--- config.mk ---
export PLATFORM = sky130hd
export DESIGN_NAME = bitcoin_result_scan
export DESIGN_NICKNAME = d
export VERILOG_FILES = /design/src/rtl/bitcoin_pkg.sv /design/src/rtl/scan_cmp.sv /design/src/rtl/bitcoin_result_scan.sv
export SDC_FILE = /design/constraint.sdc
export NUM_CORES = 1
export LEC_CHECK = 0
export BUFFER_PORTS_ARGS = -buffer_cell sky130_fd_sc_hd__buf_4
export CAP_MARGIN = 20
export CORE_MARGIN = 1.5
export CORE_UTILIZATION = 45
export DETAILED_ROUTE_END_ITERATION = 7
export PLACE_DENSITY_LB_ADDON = 0.1
export SKIP_LAST_GASP = 1
export SYNTH_ARGS = -nofsm -noshare
export SYNTH_HDL_FRONTEND = slang
export SYNTH_HIERARCHICAL = 1
export SYNTH_SLANG_ARGS = --single-unit
export TNS_END_PERCENT = 1
--- constraint.sdc ---
create_clock -name clk -period 3 [get_ports clk]
set_clock_uncertainty 0.2 [all_clocks]
set_input_delay 0.3 -clock clk [delete_from_list [all_inputs] [get_ports clk]]
set_output_delay 0.3 -clock clk [all_outputs]
set_load 0.01 [all_outputs]
--- src/rtl/bitcoin_pkg.sv ---
// Shared definitions for the bitcoin result scanner: scan states, default scan
// length and the layout of the 3-word summary record.
package bitcoin_pkg;

  localparam int DEFAULT_NUM_NONCES = 16;

  localparam logic [15:0] OFS_BEST_NONCE = 16'd0;
  localparam logic [15:0] OFS_BEST_HASH  = 16'd1;
  localparam logic [15:0] OFS_HIT_MASK   = 16'd2;

  typedef enum logic [2:0] {
    S_IDLE,
    S_READ,
    S_DRAIN,
    S_WRITE,
    S_DONE
  } scan_state_e;

  function automatic logic [15:0] summary_offset(input logic [1:0] sel);
    logic [15:0] ofs;
    case (sel)
      2'd0:    ofs = OFS_BEST_NONCE;
      2'd1:    ofs = OFS_BEST_HASH;
      default: ofs = OFS_HIT_MASK;
    endcase
    return ofs;
  endfunction

  function automatic logic [31:0] summary_word(input logic [1:0]  sel,
                                               input logic [3:0]  best_nonce,
                                               input logic [31:0] best_hash,
                                               input logic [15:0] hit_mask);
    logic [31:0] word;
    case (sel)
      2'd0:    word = {28'b0, best_nonce};
      2'd1:    word = best_hash;
      default: word = {16'b0, hit_mask};
    endcase
    return word;
  endfunction

endpackage

--- src/rtl/scan_cmp.sv ---
// Per-word compare unit: tracks the smallest hash seen (lowest index wins ties)
// and a bitmask of words strictly below the target.
module scan_cmp
  import bitcoin_pkg::*;
#(
  parameter int NUM_NONCES = DEFAULT_NUM_NONCES
) (
  input  logic        clk,
  input  logic        reset,
  input  logic        clear_i,
  input  logic        valid_i,
  input  logic [31:0] word_i,
  input  logic [3:0]  index_i,
  input  logic [31:0] target_i,
  output logic [31:0] best_hash_o,
  output logic [3:0]  best_nonce_o,
  output logic [15:0] hit_mask_o
);

  logic [31:0] best_hash_q;
  logic [3:0]  best_nonce_q;
  logic [15:0] hit_mask_q;
  logic [15:0] hit_mask_d;
  logic [15:0] hit_set;
  logic        is_hit;
  logic        is_better;

  assign is_hit    = valid_i && (word_i < target_i);
  assign is_better = valid_i && (word_i < best_hash_q);

  // Mask bits beyond the scan length are never set.
  genvar gi;
  generate
    for (gi = 0; gi < 16; gi++) begin : g_hit
      if (gi < NUM_NONCES) begin : g_used
        assign hit_set[gi] = is_hit && (index_i == 4'(gi));
      end else begin : g_unused
        assign hit_set[gi] = 1'b0;
      end
    end
  endgenerate

  assign hit_mask_d = hit_mask_q | hit_set;

  always_ff @(posedge clk) begin
    if (reset) begin
      best_hash_q  <= '0;
      best_nonce_q <= '0;
      hit_mask_q   <= '0;
    end else if (clear_i) begin
      best_hash_q  <= 32'hFFFF_FFFF;
      best_nonce_q <= '0;
      hit_mask_q   <= '0;
    end else begin
      hit_mask_q <= hit_mask_d;
      if (is_better) begin
        best_hash_q  <= word_i;
        best_nonce_q <= index_i;
      end
    end
  end

  assign best_hash_o  = best_hash_q;
  assign best_nonce_o = best_nonce_q;
  assign hit_mask_o   = hit_mask_q;

endmodule

--- src/rtl/bitcoin_result_scan.sv ---
// Scans NUM_NONCES consecutive hash words from memory, finds the smallest one and
// the hits below target, then writes a 3-word summary back and pulses done.
module bitcoin_result_scan
  import bitcoin_pkg::*;
#(
  parameter int NUM_NONCES = DEFAULT_NUM_NONCES
) (
  input  logic        clk,
  input  logic        reset,
  input  logic        start,
  input  logic [15:0] hash_addr,
  input  logic [15:0] result_addr,
  input  logic [31:0] target,
  output logic        done,
  output logic        found,
  output logic [3:0]  best_nonce,
  output logic [31:0] best_hash,
  output logic        mem_clk,
  output logic        mem_we,
  output logic [15:0] mem_addr,
  output logic [31:0] mem_write_data,
  input  logic [31:0] mem_read_data
);

  localparam logic [3:0] LAST_IDX = 4'(NUM_NONCES - 1);

  scan_state_e state_q;
  logic [15:0] result_addr_q;
  logic [31:0] target_q;
  logic [3:0]  cnt_q;
  logic        iss_v_q;
  logic        rd_v_q;
  logic [3:0]  rd_idx_q;
  logic [1:0]  wr_sel_q;
  logic        done_q;
  logic        found_q;
  logic [3:0]  best_nonce_q;
  logic [31:0] best_hash_q;
  logic        mem_we_q;
  logic [15:0] mem_addr_q;
  logic [31:0] mem_wdata_q;

  logic        scan_clear;
  logic        last_sample;
  logic [31:0] cmp_best_hash;
  logic [3:0]  cmp_best_nonce;
  logic [15:0] cmp_hit_mask;

  assign scan_clear  = (state_q == S_IDLE) && start;
  assign last_sample = rd_v_q && (rd_idx_q == LAST_IDX);

  // Two-stage valid/index pipeline lines each sampled word up with its nonce.
  scan_cmp #(
    .NUM_NONCES (NUM_NONCES)
  ) u_cmp (
    .clk          (clk),
    .reset        (reset),
    .clear_i      (scan_clear),
    .valid_i      (rd_v_q),
    .word_i       (mem_read_data),
    .index_i      (rd_idx_q),
    .target_i     (target_q),
    .best_hash_o  (cmp_best_hash),
    .best_nonce_o (cmp_best_nonce),
    .hit_mask_o   (cmp_hit_mask)
  );

  always_ff @(posedge clk) begin
    if (reset) begin
      state_q       <= S_IDLE;
      result_addr_q <= '0;
      target_q      <= '0;
      cnt_q         <= '0;
      iss_v_q       <= 1'b0;
      rd_v_q        <= 1'b0;
      rd_idx_q      <= '0;
      wr_sel_q      <= '0;
      done_q        <= 1'b0;
      found_q       <= 1'b0;
      best_nonce_q  <= '0;
      best_hash_q   <= '0;
      mem_we_q      <= 1'b0;
      mem_addr_q    <= '0;
      mem_wdata_q   <= '0;
    end else begin
      rd_v_q   <= iss_v_q;
      rd_idx_q <= cnt_q;
      case (state_q)
        S_IDLE: begin
          done_q   <= 1'b0;
          mem_we_q <= 1'b0;
          iss_v_q  <= 1'b0;
          if (start) begin
            result_addr_q <= result_addr;
            target_q      <= target;
            mem_addr_q    <= hash_addr;
            cnt_q         <= '0;
            iss_v_q       <= 1'b1;
            state_q       <= S_READ;
          end
        end
        S_READ: begin
          if (cnt_q == LAST_IDX) begin
            iss_v_q <= 1'b0;
            state_q <= S_DRAIN;
          end else begin
            cnt_q      <= cnt_q + 4'd1;
            mem_addr_q <= mem_addr_q + 16'd1;
            iss_v_q    <= 1'b1;
          end
        end
        S_DRAIN: begin
          if (last_sample) begin
            wr_sel_q <= '0;
            state_q  <= S_WRITE;
          end
        end
        S_WRITE: begin
          mem_we_q    <= 1'b1;
          mem_addr_q  <= result_addr_q + summary_offset(wr_sel_q);
          mem_wdata_q <= summary_word(wr_sel_q, cmp_best_nonce, cmp_best_hash, cmp_hit_mask);
          wr_sel_q    <= wr_sel_q + 2'd1;
          if (wr_sel_q == 2'd2) begin
            state_q <= S_DONE;
          end
        end
        S_DONE: begin
          mem_we_q     <= 1'b0;
          done_q       <= 1'b1;
          found_q      <= |cmp_hit_mask;
          best_nonce_q <= cmp_best_nonce;
          best_hash_q  <= cmp_best_hash;
          state_q      <= S_IDLE;
        end
        default: state_q <= S_IDLE;
      endcase
    end
  end

  assign done           = done_q;
  assign found          = found_q;
  assign best_nonce     = best_nonce_q;
  assign best_hash      = best_hash_q;
  assign mem_clk        = clk;
  assign mem_we         = mem_we_q;
  assign mem_addr       = mem_addr_q;
  assign mem_write_data = mem_wdata_q;

endmodule

==> key figures <==
Pwr
  • VDD IR-drop max: between 0.0003 and 0.0004 V
  • PD cells: between 500 and 600 mW/mm^2
  • Leakage Power: 5.39 nW
  • Total design power: about 0.0080 W

Routing
  • Vias: approximately 10000
  • Routed Antenna Nets: 0
  • WL per Instance: about 17 um
  • WL final: 31100 um
  • DRC Markers: 0
  • Vias per cell: roughly 5.5
  • Iter 0 DRT Violations: between 600 and 700
  • Total iterations of the first detailed-routing run: 5

Logic synthesis
  • Simple-Gate Fraction of Synth Area: 0.204
  • Syn nets: roughly 1400
  • Yosys cell types: 74
  • Async set or reset register ratio after synthesis: 0
  • Largest area contributor in the netlist: dfxtp_1
  • Syn Inst Count: about 1300
  • Prevailing post-synth register cell: dfxtp_1
  • Synth top area share: 0.401
  • Post-synthesis sequential area ratio: 0.401
  • Multiplexer share of the synthesized area: 0.00509
  • Largest family of logic cells by synthesized area: compound AO/OA/AOI/OAI gates
  • Number of synthesized register bits: between 200 and 250
  • Cell Area, Synth: around 0.01 mm^2
  • Synthesized area per cell: about 8 um^2
  • Synth warnings: 6
  • Adder-cell share of the synthesized area: 0.0876
  • Synth area leaders: dfxtp_1 40%, nand2_1 9.2%, a21oi_1 8.8%
  • Compound-Gate Fraction of Synth Area: 0.215
  • Post-synth EDFFs: 0
  • Synth Area in XOR/XNOR: 0.0165

Floorplan
  • Die X: 153 um
  • Core ar.: between 0.02 and 0.025 mm^2
  • Starting Density: 0.461
  • I/O pins: about 190
  • Die area: 0.0233 mm^2
  • Die Y: about 150 um
  • FP Rows: 54

Global routing
  • First-pass GRT wire length: around 50000 um
  • GRT Residual Overflow: 0
  • Vias in the first global route: ~9300
  • Global-route usage over all layers: 0.259
  • Initial antenna violation count: 0
  • Largest net degree at the start of global routing: about 180

Timing
  • Period minus WS final: 2760 ps
  • Count of final setup violators: 0
  • Hold_ws: 37.6 ps
  • Crit share post-route: 0.921
  • Fmax achieved: around 360 MHz
  • Tightest Pin Transition: about 1100 ps
  • Final Max Slew Viols: 0
  • Rel. slew slack: 0.293
  • Final hold vios: 0
  • Unrepaired setup endpoints after global routing: yes

Worst setup path
  • Crit Path Max Fanout: 8
  • Arr. time, crit path: between 3000 and 4000 ps
  • Setup CP Type: register to register
  • Setup crit start kind: register
  • CP endpoint kind: register
  • Data required, critical path: roughly 3300 ps

Finish
  • Layout Nets: roughly 1700
  • Share of cells above drive strength 1: 0.178
  • Most frequent cells in the layout: 246 x nand2_1, 209 x buf_4, 202 x dfxtp_1
  • Commonest non-fill, non-tap cell in the layout: nand2_1
  • Fin cells: 1805
  • Diodes inserted: 0
  • Post-Route Utilization: 0.613
  • Fin area: roughly 0.013 mm^2
  • Area Overhead vs Synth: 33.1%

Placement
  • DP Area: 0.0116 mm^2
  • Routability congestion estimate from global placement: slightly below 0.9
  • # placed instances: ~1700
  • Dpl hpwl: 20800 um
  • Port Buffers: 186

Worst hold path
  • Min-Delay Path Class: input pin to register

Clock network
  • CTS tree: yes
  • Clk Latency, worst-skew pair: about 630 ps
  • Clk slew on worst S/H paths: approximately 60 ps
  • Setup bufs post-CTS: 0

Job
  • MaxCap Viol Count: 0

Run status
  • Status: complete, no violations
==> worst max-delay path, stage by stage, from the launching register on <==
cell and delay, ps:
dfxtp_1 370, inv_1 80, ha_1 260, nor2_1 300
ha_1 300, a21oi_1 420, o21ai_0 170, nand3_1 190
o211ai_1 130, a311oi_2 250
==> cell families (layout without fill, tap and decap cells) <==
kind of cell / after synthesis / count (layout)
AO/OA/AOI/OAI: 360 / 360
XOR/XNOR: 19 / 19
flip-flops: 202 / 202
multiplexers: 5 / 5
adder cells (fa/ha/maj): 70 / 70
buffers and inverters: 156 / 421
AND/OR/NAND/NOR: 448 / 448
==> cells in the mapped netlist, types with 9 or more instances <==
cell type  instances
o21ai_1           49
clkbuf_1          57
a221oi_1          13
nand3_1           36
dfxtp_1          202
a21oi_1          177
a31oi_1           36
a211oi_1          13
nor3_1            25
nand2_1          246
o21ai_0           15
nor2b_1           13
nor2_1            50
ha_1              69
nor4_1            14
xnor2_1            9
inv_1             71
xor2_1            10
nand4_1           23
==> worst paths after layout <==
path | end | slack, ps | cells after the start | from
worst max-delay path | mem_addr[5]$_SDFFE_PP0P_ | 240 | 9 | wr_sel_q[0]$_SDFFE_PP0P_
worst min-delay path | mem_addr[12]$_SDFFE_PP0P_ | 40 | 5 | hash_addr[12]
worst max register to register | mem_addr[5]$_SDFFE_PP0P_ | 240 | 9 | wr_sel_q[0]$_SDFFE_PP0P_
worst min register to register | mem_write_data[20]$_SDFFE_PP0P_ | 250 | 2 | mem_write_data[20]$_SDFFE_PP0P_
==> power by group <==
part | internal (W) | total, W | leakage (nW) | switching, W
clock | 0.00196 | 0.00309 | 0.426 | 0.00113
sequential | 0.00291 | 0.00320 | 1.65 | 0.000289
combinational | 0.000761 | 0.00172 | 3.31 | 0.000962
total | 0.00563 | 0.00802 | 5.39 | 0.00238
==> per-stage QoR <==
step                setup TNS [ps]  setup WS (ps)
floorplan                        0            121
global placement                 0            319
detailed placement               0            312
CTS                              0            156
global route                  -114          -34.9
finish                           0            238
==> area by class of cell <==
class	instances	area (um^2)
fill	1973	8470
timing repair buffer	307	2570
tap	280	350
multi-input combinational	902	5330
inverter	72	270
clock buffer	34	734
clock inverter	8	119
sequential	202	4040
==> flip-flops by register name (all words and copies together) (netlist names) <==
name	count
iss_v_q	1
wr_sel_q	2
u_cmp/best_nonce_o	4
mem_we	1
target_q	32
best_nonce	4
cnt_q	4
best_hash	32
u_cmp/hit_mask_o	16
u_cmp/best_hash_o	32
mem_write_data	32
done	1
result_addr_q	16
rd_idx_q	4
mem_addr	16
found	1
state_q	3
rd_v_q	1
==> repair_timing <==
action                                  in CTS  in global routing
hold buffers                                97                  0
resized for setup                            0                  1
endpoints found under the hold margin       98                  0
endpoints found under the setup margin       0                  8
==> metal layers <==
metal,vias to the layer above,share of wire,global-route usage
li1,4925,-,-
met1,4595,0.47,0.365
met2,291,0.45,0.404
met3,44,0.062,0.0509
met4,0,0.018,0.0641
met5,-,0,0
Note: power is estimated with default switching activity, not from simulation.
